**config.mk**
```make
export PLATFORM = sky130hd
export DESIGN_NAME = param_updown_counter_flat
export DESIGN_NICKNAME = d
export VERILOG_FILES = /design/src/rtl/param_updown_counter_pkg.sv /design/src/rtl/param_updown_counter_if.sv /design/src/rtl/udc_step_unit.sv /design/src/rtl/param_updown_counter.sv /design/src/flat_wrapper.sv
export SDC_FILE = /design/constraint.sdc
export NUM_CORES = 1
export LEC_CHECK = 0
export CAP_MARGIN = 30
export CORE_MARGIN = 2
export CORE_UTILIZATION = 58
export CTS_CLUSTER_SIZE = 24
export DETAILED_ROUTE_END_ITERATION = 16
export HOLD_SLACK_MARGIN = 0.02
export PLACE_DENSITY_LB_ADDON = 0.3
export SYNTH_ARGS = -nofsm -noshare
export SYNTH_HDL_FRONTEND = slang
export SYNTH_SLANG_ARGS = --single-unit
```
**constraint.sdc**
```tcl
create_clock -name clock -period 9.31 [get_ports clock]
set_input_delay 2.3275 -clock clock [delete_from_list [all_inputs] [get_ports clock]]
set_output_delay 2.3275 -clock clock [all_outputs]
set_load 0.005 [all_outputs]
```
**src/rtl/param_updown_counter_pkg.sv**
```systemverilog
// Shared types and constants for the parametrised up/down counter.
package param_updown_counter_pkg;

    // Direction encoding kept from the fixed +/-1 counter this block replaces.
    typedef enum logic {
        DIR_UP = 1'b0,
        DIR_DN = 1'b1
    } udc_dir_e;

    localparam int unsigned UDC_WRAP = 0;
    localparam int unsigned UDC_SAT  = 1;

    typedef struct packed {
        logic ovf;
        logic unf;
    } udc_evt_t;

endpackage

```
**src/rtl/param_updown_counter_if.sv**
```systemverilog
// Control/status bundle between the counter and its host.
interface param_updown_counter_if #(
    parameter int unsigned WIDTH  = 32,
    parameter int unsigned STEP_W = 8
);
    logic              enable;
    logic              dir;
    logic [STEP_W-1:0] step;
    logic              load;
    logic [WIDTH-1:0]  load_value;
    logic [WIDTH-1:0]  lo_limit;
    logic [WIDTH-1:0]  hi_limit;
    logic              clear_flags;

    logic [WIDTH-1:0]  value;
    logic              ovf_pulse;
    logic              unf_pulse;
    logic              ovf_sticky;
    logic              unf_sticky;
    logic              at_hi;
    logic              at_lo;
    logic              cfg_err;

    modport master (
        output enable, dir, step, load, load_value, lo_limit, hi_limit, clear_flags,
        input  value, ovf_pulse, unf_pulse, ovf_sticky, unf_sticky, at_hi, at_lo, cfg_err
    );

    modport slave (
        input  enable, dir, step, load, load_value, lo_limit, hi_limit, clear_flags,
        output value, ovf_pulse, unf_pulse, ovf_sticky, unf_sticky, at_hi, at_lo, cfg_err
    );
endinterface

```
**src/rtl/udc_step_unit.sv**
```systemverilog
// Combinational next-value computation for one enabled count step,
// including limit compare and wrap/saturate selection.
module udc_step_unit
    import param_updown_counter_pkg::*;
#(
    parameter int unsigned WIDTH    = 32,
    parameter int unsigned STEP_W   = 8,
    parameter int unsigned SATURATE = UDC_WRAP
) (
    input  logic [WIDTH-1:0]  value,
    input  logic [STEP_W-1:0] step,
    input  udc_dir_e          dir,
    input  logic [WIDTH-1:0]  lo_limit,
    input  logic [WIDTH-1:0]  hi_limit,
    output logic [WIDTH-1:0]  next_value_c,
    output udc_evt_t          evt_c
);
    localparam int unsigned EXT_W = WIDTH + 1;

    logic [EXT_W-1:0] step_ext;
    logic [EXT_W-1:0] sum;
    logic [EXT_W-1:0] diff;
    logic [EXT_W-1:0] hi_ext;
    logic             borrow;

    // Extra top bit catches carry out of an up step and borrow out of a down step.
    always_comb begin
        step_ext     = EXT_W'(step);
        hi_ext       = {1'b0, hi_limit};
        sum          = {1'b0, value} + step_ext;
        diff         = {1'b0, value} - step_ext;
        borrow       = diff[WIDTH];
        next_value_c = value;
        evt_c        = '0;

        // A zero step is a hold, even when value sits outside the limits.
        if (step != '0) begin
            if (dir == DIR_UP) begin
                if (sum <= hi_ext) begin
                    next_value_c = sum[WIDTH-1:0];
                end else begin
                    evt_c.ovf    = 1'b1;
                    next_value_c = (SATURATE == UDC_SAT) ? hi_limit : lo_limit;
                end
            end else begin
                if (!borrow && (diff[WIDTH-1:0] >= lo_limit)) begin
                    next_value_c = diff[WIDTH-1:0];
                end else begin
                    evt_c.unf    = 1'b1;
                    next_value_c = (SATURATE == UDC_SAT) ? lo_limit : hi_limit;
                end
            end
        end
    end

endmodule

```
**src/rtl/param_updown_counter.sv**
```systemverilog
// Up/down counter with programmable step, runtime limits, parallel load and
// overflow/underflow pulses plus sticky flags.
module param_updown_counter
    import param_updown_counter_pkg::*;
#(
    parameter int unsigned    WIDTH     = 32,
    parameter int unsigned    STEP_W    = 8,
    parameter logic [WIDTH-1:0] RESET_VAL = '0,
    parameter int unsigned    SATURATE  = UDC_WRAP
) (
    input  logic                  clock,
    input  logic                  reset,
    param_updown_counter_if.slave bus
);
    logic [WIDTH-1:0] value_q, value_d;
    logic             ovf_pulse_q, ovf_pulse_d;
    logic             unf_pulse_q, unf_pulse_d;
    logic             ovf_sticky_q, ovf_sticky_d;
    logic             unf_sticky_q, unf_sticky_d;

    logic [WIDTH-1:0] step_next_c;
    udc_evt_t         step_evt_c;
    udc_dir_e         dir_c;
    logic             cfg_err_c;

    assign dir_c     = udc_dir_e'(bus.dir);
    assign cfg_err_c = (bus.lo_limit > bus.hi_limit);

    udc_step_unit #(
        .WIDTH    (WIDTH),
        .STEP_W   (STEP_W),
        .SATURATE (SATURATE)
    ) u_step (
        .value        (value_q),
        .step         (bus.step),
        .dir          (dir_c),
        .lo_limit     (bus.lo_limit),
        .hi_limit     (bus.hi_limit),
        .next_value_c (step_next_c),
        .evt_c        (step_evt_c)
    );

    // Priority: load > config-error hold > enabled count > hold (reset is in the register).
    always_comb begin
        value_d      = value_q;
        ovf_pulse_d  = 1'b0;
        unf_pulse_d  = 1'b0;
        ovf_sticky_d = ovf_sticky_q & ~bus.clear_flags;
        unf_sticky_d = unf_sticky_q & ~bus.clear_flags;

        if (bus.load) begin
            value_d = bus.load_value;
        end else if (!cfg_err_c && bus.enable) begin
            value_d     = step_next_c;
            ovf_pulse_d = step_evt_c.ovf;
            unf_pulse_d = step_evt_c.unf;
            // A new event beats a simultaneous clear.
            if (step_evt_c.ovf) begin
                ovf_sticky_d = 1'b1;
            end
            if (step_evt_c.unf) begin
                unf_sticky_d = 1'b1;
            end
        end
    end

    always_ff @(posedge clock) begin
        if (reset) begin
            value_q      <= RESET_VAL;
            ovf_pulse_q  <= 1'b0;
            unf_pulse_q  <= 1'b0;
            ovf_sticky_q <= 1'b0;
            unf_sticky_q <= 1'b0;
        end else begin
            value_q      <= value_d;
            ovf_pulse_q  <= ovf_pulse_d;
            unf_pulse_q  <= unf_pulse_d;
            ovf_sticky_q <= ovf_sticky_d;
            unf_sticky_q <= unf_sticky_d;
        end
    end

    assign bus.value      = value_q;
    assign bus.ovf_pulse  = ovf_pulse_q;
    assign bus.unf_pulse  = unf_pulse_q;
    assign bus.ovf_sticky = ovf_sticky_q;
    assign bus.unf_sticky = unf_sticky_q;
    assign bus.at_hi      = (value_q == bus.hi_limit);
    assign bus.at_lo      = (value_q == bus.lo_limit);
    assign bus.cfg_err    = cfg_err_c;

endmodule

```
**src/flat_wrapper.sv**
```systemverilog
// flat-port wrapper written by rule: the top's interface ports become plain ports
module param_updown_counter_flat import param_updown_counter_pkg::*;
#(
    parameter int unsigned    WIDTH     = 32,
    parameter int unsigned    STEP_W    = 8,
    parameter logic [WIDTH-1:0] RESET_VAL = '0,
    parameter int unsigned    SATURATE  = UDC_WRAP
)
  (clock, reset, bus_enable, bus_dir, bus_step, bus_load, bus_load_value, bus_lo_limit, bus_hi_limit, bus_clear_flags, bus_value, bus_ovf_pulse, bus_unf_pulse, bus_ovf_sticky, bus_unf_sticky, bus_at_hi, bus_at_lo, bus_cfg_err);
  param_updown_counter_if #(.WIDTH(WIDTH), .STEP_W(STEP_W)) bus_i ();
  input  logic clock;
  input  logic reset;
  input wire logic [$bits(bus_i.enable)-1:0] bus_enable;
  input wire logic [$bits(bus_i.dir)-1:0] bus_dir;
  input wire logic [$bits(bus_i.step)-1:0] bus_step;
  input wire logic [$bits(bus_i.load)-1:0] bus_load;
  input wire logic [$bits(bus_i.load_value)-1:0] bus_load_value;
  input wire logic [$bits(bus_i.lo_limit)-1:0] bus_lo_limit;
  input wire logic [$bits(bus_i.hi_limit)-1:0] bus_hi_limit;
  input wire logic [$bits(bus_i.clear_flags)-1:0] bus_clear_flags;
  output wire logic [$bits(bus_i.value)-1:0] bus_value;
  output wire logic [$bits(bus_i.ovf_pulse)-1:0] bus_ovf_pulse;
  output wire logic [$bits(bus_i.unf_pulse)-1:0] bus_unf_pulse;
  output wire logic [$bits(bus_i.ovf_sticky)-1:0] bus_ovf_sticky;
  output wire logic [$bits(bus_i.unf_sticky)-1:0] bus_unf_sticky;
  output wire logic [$bits(bus_i.at_hi)-1:0] bus_at_hi;
  output wire logic [$bits(bus_i.at_lo)-1:0] bus_at_lo;
  output wire logic [$bits(bus_i.cfg_err)-1:0] bus_cfg_err;
  assign bus_i.enable = bus_enable;
  assign bus_i.dir = bus_dir;
  assign bus_i.step = bus_step;
  assign bus_i.load = bus_load;
  assign bus_i.load_value = bus_load_value;
  assign bus_i.lo_limit = bus_lo_limit;
  assign bus_i.hi_limit = bus_hi_limit;
  assign bus_i.clear_flags = bus_clear_flags;
  assign bus_value = bus_i.value;
  assign bus_ovf_pulse = bus_i.ovf_pulse;
  assign bus_unf_pulse = bus_i.unf_pulse;
  assign bus_ovf_sticky = bus_i.ovf_sticky;
  assign bus_unf_sticky = bus_i.unf_sticky;
  assign bus_at_hi = bus_i.at_hi;
  assign bus_at_lo = bus_i.at_lo;
  assign bus_cfg_err = bus_i.cfg_err;
  param_updown_counter #(.WIDTH(WIDTH), .STEP_W(STEP_W), .RESET_VAL(RESET_VAL), .SATURATE(SATURATE)) u_core (.clock(clock), .reset(reset), .bus(bus_i));
endmodule
```
==> reports/qor_table.md <==
| Group | Metric | This run |
|---|---|---|
| worst setup path | Number of stages on the worst setup path | 10 |
| worst setup path | Series of cell instances along the critical path | clkdlybuf4s50_1, inv_1, ha_1, nand4_1, inv_1, a221oi_1, o221ai_1, o31ai_1, clkinv_1, clkdlybuf4s50_1 |
| clock tree | Num CTS Buffers | 5 |
| timing | Achievable Freq | 122 MHz |
| clock tree | H-tree lvl count | 2 |
| power and ir drop | Sum of internal, switching and leakage power | 0.000994 W |
| routing | Vias per inst | 6.86 |
| grt | Pin count of the biggest net entering global routing | 28 |
| clock tree | Clock transition at the registers of the reported paths | 0.07 ns |
| grt | Global-route wire length before repair | 46200 um |
| timing | Setup Viol. Count Final | 0 |
| placement | HPWL after DPL | 24600 um |
| logic synthesis | Netlist area before placement | 7270 um^2 |
| power and ir drop | NetSw | 0.000469 W |
| placement | Placer congestion estimate | 1.10 |
| power and ir drop | Part of the power in the clock network | 19.5% |
| timing | Final Critical Period | 8.16 ns |
| logic synthesis | Number of synthesized flops with an enable pin | 0 |
| layout | Share of layout cells above drive strength 1 | 3.82% |
| clock tree | Count of instances resized after the clock tree is built | 0 |
| worst setup path | Critical path arrival | 5.84 ns |
| logic synthesis | Synth cell types | 68 |
| logic synthesis | Net count of the mapped netlist | 1210 |
| layout | Leading cell type in the layout, fill and taps excluded | clkdlybuf4s50_1 |
| clock tree | Cell at the root of the clock tree | clkbuf_16 |
| worst setup path | Dominant delay contributor by cell family on the critical path | buffers and inverters |
| timing | Transition time at the pin with the least slew margin | 1.14 ns |
| routing | WL/cell | 24.4 um |
| layout | Number of fillers in the final layout | 1018 |
| worst setup path | Required time reported for the critical path endpoint | 6.98 ns |
| power and ir drop | Cell internal power dissipation | 0.000525 W |
| timing | Setup repair after global routing missed its margin | no |
| worst setup path | Critical path capture point type | primary output |
| clock tree | Maximum clock insertion buffer count | 2 |
| logic synthesis | Avg Inst Size Synth | 7.37 um^2 |
| grt | Number of antenna violations at the first check in global routing | 1 |
| floorplanning | Die Footprint | 13400 um^2 |
| layout | Finished Core Util | 74.5% |
| power and ir drop | Sequential share of power | 21.3% |
| hold path | Class of the tightest hold or removal check | reg2reg |
| clock tree | TritonCTS clock tree | done |
| routing | Total Wirelength | 30900 um |
| run status | Run status | finished, final reports clean |
| timing | Crit share post-route | 87.7% |
| power and ir drop | Ratio of total power to cell area | 110 nW/um^2 |
| worst setup path | Type of the worst setup path | in2out |
| timing | Worst clock skew | 0.00767 ns |
| logic synthesis | Synthesis warning total | 0 |
| clock tree | Clk_lat worst skew | 0.30 ns |
| layout | Commonest cells after routing, fill and taps aside | 148 x clkdlybuf4s50_1, 112 x ha_1, 109 x inv_1 |
| routing | Number of remaining DRC errors | 0 |
| timing | Max Transition Viols Final | 0 |
| floorplanning | Site Rows | 40 |
| timing | Total count of hold-check failures in the final report | 0 |
| flow run | Max-cap violations | 0 |
| floorplanning | Initial standard-cell utilization of the core | 60.0% |
| worst setup path | Buffers plus inverters on the worst setup path | 5 |
| routing | First-iteration detailed-routing DRC count | 1369 |
| worst setup path | Largest incremental delay on the critical path | 0.57 ns |
| hold path | Number of cells traversed by the worst hold path | 2 |
| worst setup path | Crit-path max FO | 9 |
| floorplanning | I/O pins | 149 |
| power and ir drop | Total leakage power | 4.10 nW |
| grt | Global-route total usage across every layer | 45.4% |
| layout | Final Net Count | 1324 |
| floorplanning | Chip Width | 116 um |
| clock tree | Cts-stage hold buffer count | 0 |
| clock tree | TritonCTS sink count | 36 |
| clock tree | Setup fix buffers added after clock tree synthesis | 0 |
| logic synthesis | Number of standard cells after synthesis | 986 |
| routing | Remaining antenna violation count after routing | 0 |
| timing | Max-slew headroom at the worst pin | 23.7% |
| power and ir drop | Sw Ratio | 47.2% |
| timing | Total negative slack | 0 ns |
| worst setup path | Worst-path cell with the longest stage delay | clkdlybuf4s50_1 |
| logic synthesis | Fraction of synthesis flops using an asynchronous set or reset pin | 0% |
| logic synthesis | Post-synthesis register bit count | 36 |
| worst setup path | Kind of launch point of the worst setup path | primary input |
| logic synthesis | Sequential cell area fraction in the yosys report | 9.92% |
| power and ir drop | Worst voltage drop across the vdd grid | 0.0000714 V |
| layout | Area growth syn-to-layout | 24.1% |
| routing | First-pass iteration count of the detailed router | 6 |
| routing | Vias | 8699 |
| grt | Via count of the first global-routing pass | 8167 |
| worst setup path | Length in cells of the worst reg-to-reg path | 16 |
| logic synthesis | Prevailing post-synth register cell | dfxtp_1 |
| floorplanning | Die height | 116 um |
| power and ir drop | Combinational fraction of design power | 59.2% |
| placement | Total of buffers placed on input and output ports | 148 |
| grt | Global route overflow | 0 |
| floorplanning | Area inside the core boundary | 12100 um^2 |
synth_stat cells (8+ instances only):
cell type	count	share of area, %
ha_1	112	19
o2111ai_1	8	0.96
nand2_1	42	2.2
nand4_1	25	2.2
o211ai_1	38	3.9
o21ai_0	55	3.8
xnor2_1	33	4.0
clkbuf_1	50	2.6
nor3_1	30	2.1
a211oi_1	15	1.5
mux2i_1	10	1.4
nor2_1	42	2.2
or3_1	10	0.86
nand3_1	30	2.1
o31ai_1	11	1.1
o21a_1	9	0.93
xor2_1	82	9.9
a21o_1	9	0.93
nand2b_1	10	0.86
nor4_1	29	2.5
a22oi_1	24	2.5
dfxtp_1	36	9.9
a21oi_1	60	4.1
o211a_1	11	1.5
inv_1	109	5.6
worst paths after layout:
path	from	to	slack [ns]
worst max register to register	u_core.bus.value[11]$_SDFFE_PP0P_	u_core.bus.value[19]$_SDFFE_PP0P_	3.35
worst min-delay path	u_core.bus.unf_sticky$_SDFF_PP0_	u_core.bus.unf_sticky$_SDFF_PP0_	0.54
worst min register to register	u_core.bus.unf_sticky$_SDFF_PP0_	u_core.bus.unf_sticky$_SDFF_PP0_	0.54
worst max-delay path	bus_hi_limit[31]	bus_cfg_err	1.15
worst reg2reg max path, delay by kind of cell, from the launching register on:
family          cells  cell delay [ns]
simple gates        6             2.44
compound gates      8             2.08
flops               1             0.64
buf+inv             1             0.39
fa+ha+maj           1             0.26
final cells by class:
class	count	area [um^2]	share of cell area [%]
diodes	1	2.50	0.0277
clock buffers	7	153	1.69
inverters	111	417	4.62
multi-input cells	781	5910	65.5
flip-flops and latches	36	721	7.99
well taps	168	210	2.33
repair buffers	165	1610	17.8
sequential cells by signal, summed over array words and instances, names as in the netlist:
register	flops
u_core.bus.unf_sticky	1
u_core.bus.unf_pulse	1
u_core.bus.ovf_sticky	1
u_core.bus.ovf_pulse	1
u_core.bus.value	32
metrics by stage:
step	instances	setup WS (ns)	hold slack (ns)	cell area [um^2]
3_5_place_dp	1261	1.26	0.526	8860
2_1_floorplan	986	2.90	0.503	7270
4_1_cts	1268	1.25	0.541	9020
6_report	1269	1.15	0.543	9020
5_1_grt	1268	0.942	0.560	9020
3_3_place_gp	1260	1.18	0.510	8860
routing by layer:
metal,share of wire (%),up-vias,track usage [%],routed length (um)
met3,14,164,12.1,4330
met4,6.9,0,25.0,2120
met5,0,-,0,0
met2,41,730,67.5,12700
met1,38,3962,59.5,11800
li1,-,3843,-,-
power groups by stage:
| stage | Combinational, W | Sequential, W | Clock, W |
|---|---|---|---|
| after floorplan | 0.000358 | 0.000184 | 0 |
| after detailed placement | 0.000562 | 0.000212 | 0 |
| after global routing | 0.000629 | 0.000213 | 0.000195 |
| final | 0.000589 | 0.000212 | 0.000194 |
| after CTS | 0.000566 | 0.000209 | 0.000188 |
| after global placement | 0.000555 | 0.000212 | 0 |
kinds of logic after synthesis:
logic type,Yosys count,share of synthesized area (%)
xor+xnor,115,13.9
compound gates,279,26.1
fa+ha+maj,114,19.8
flops,36,9.92
buf+inv,169,9.09
simple gates,262,19.7
mux,11,1.53
Power figures use the tool's default switching activity.
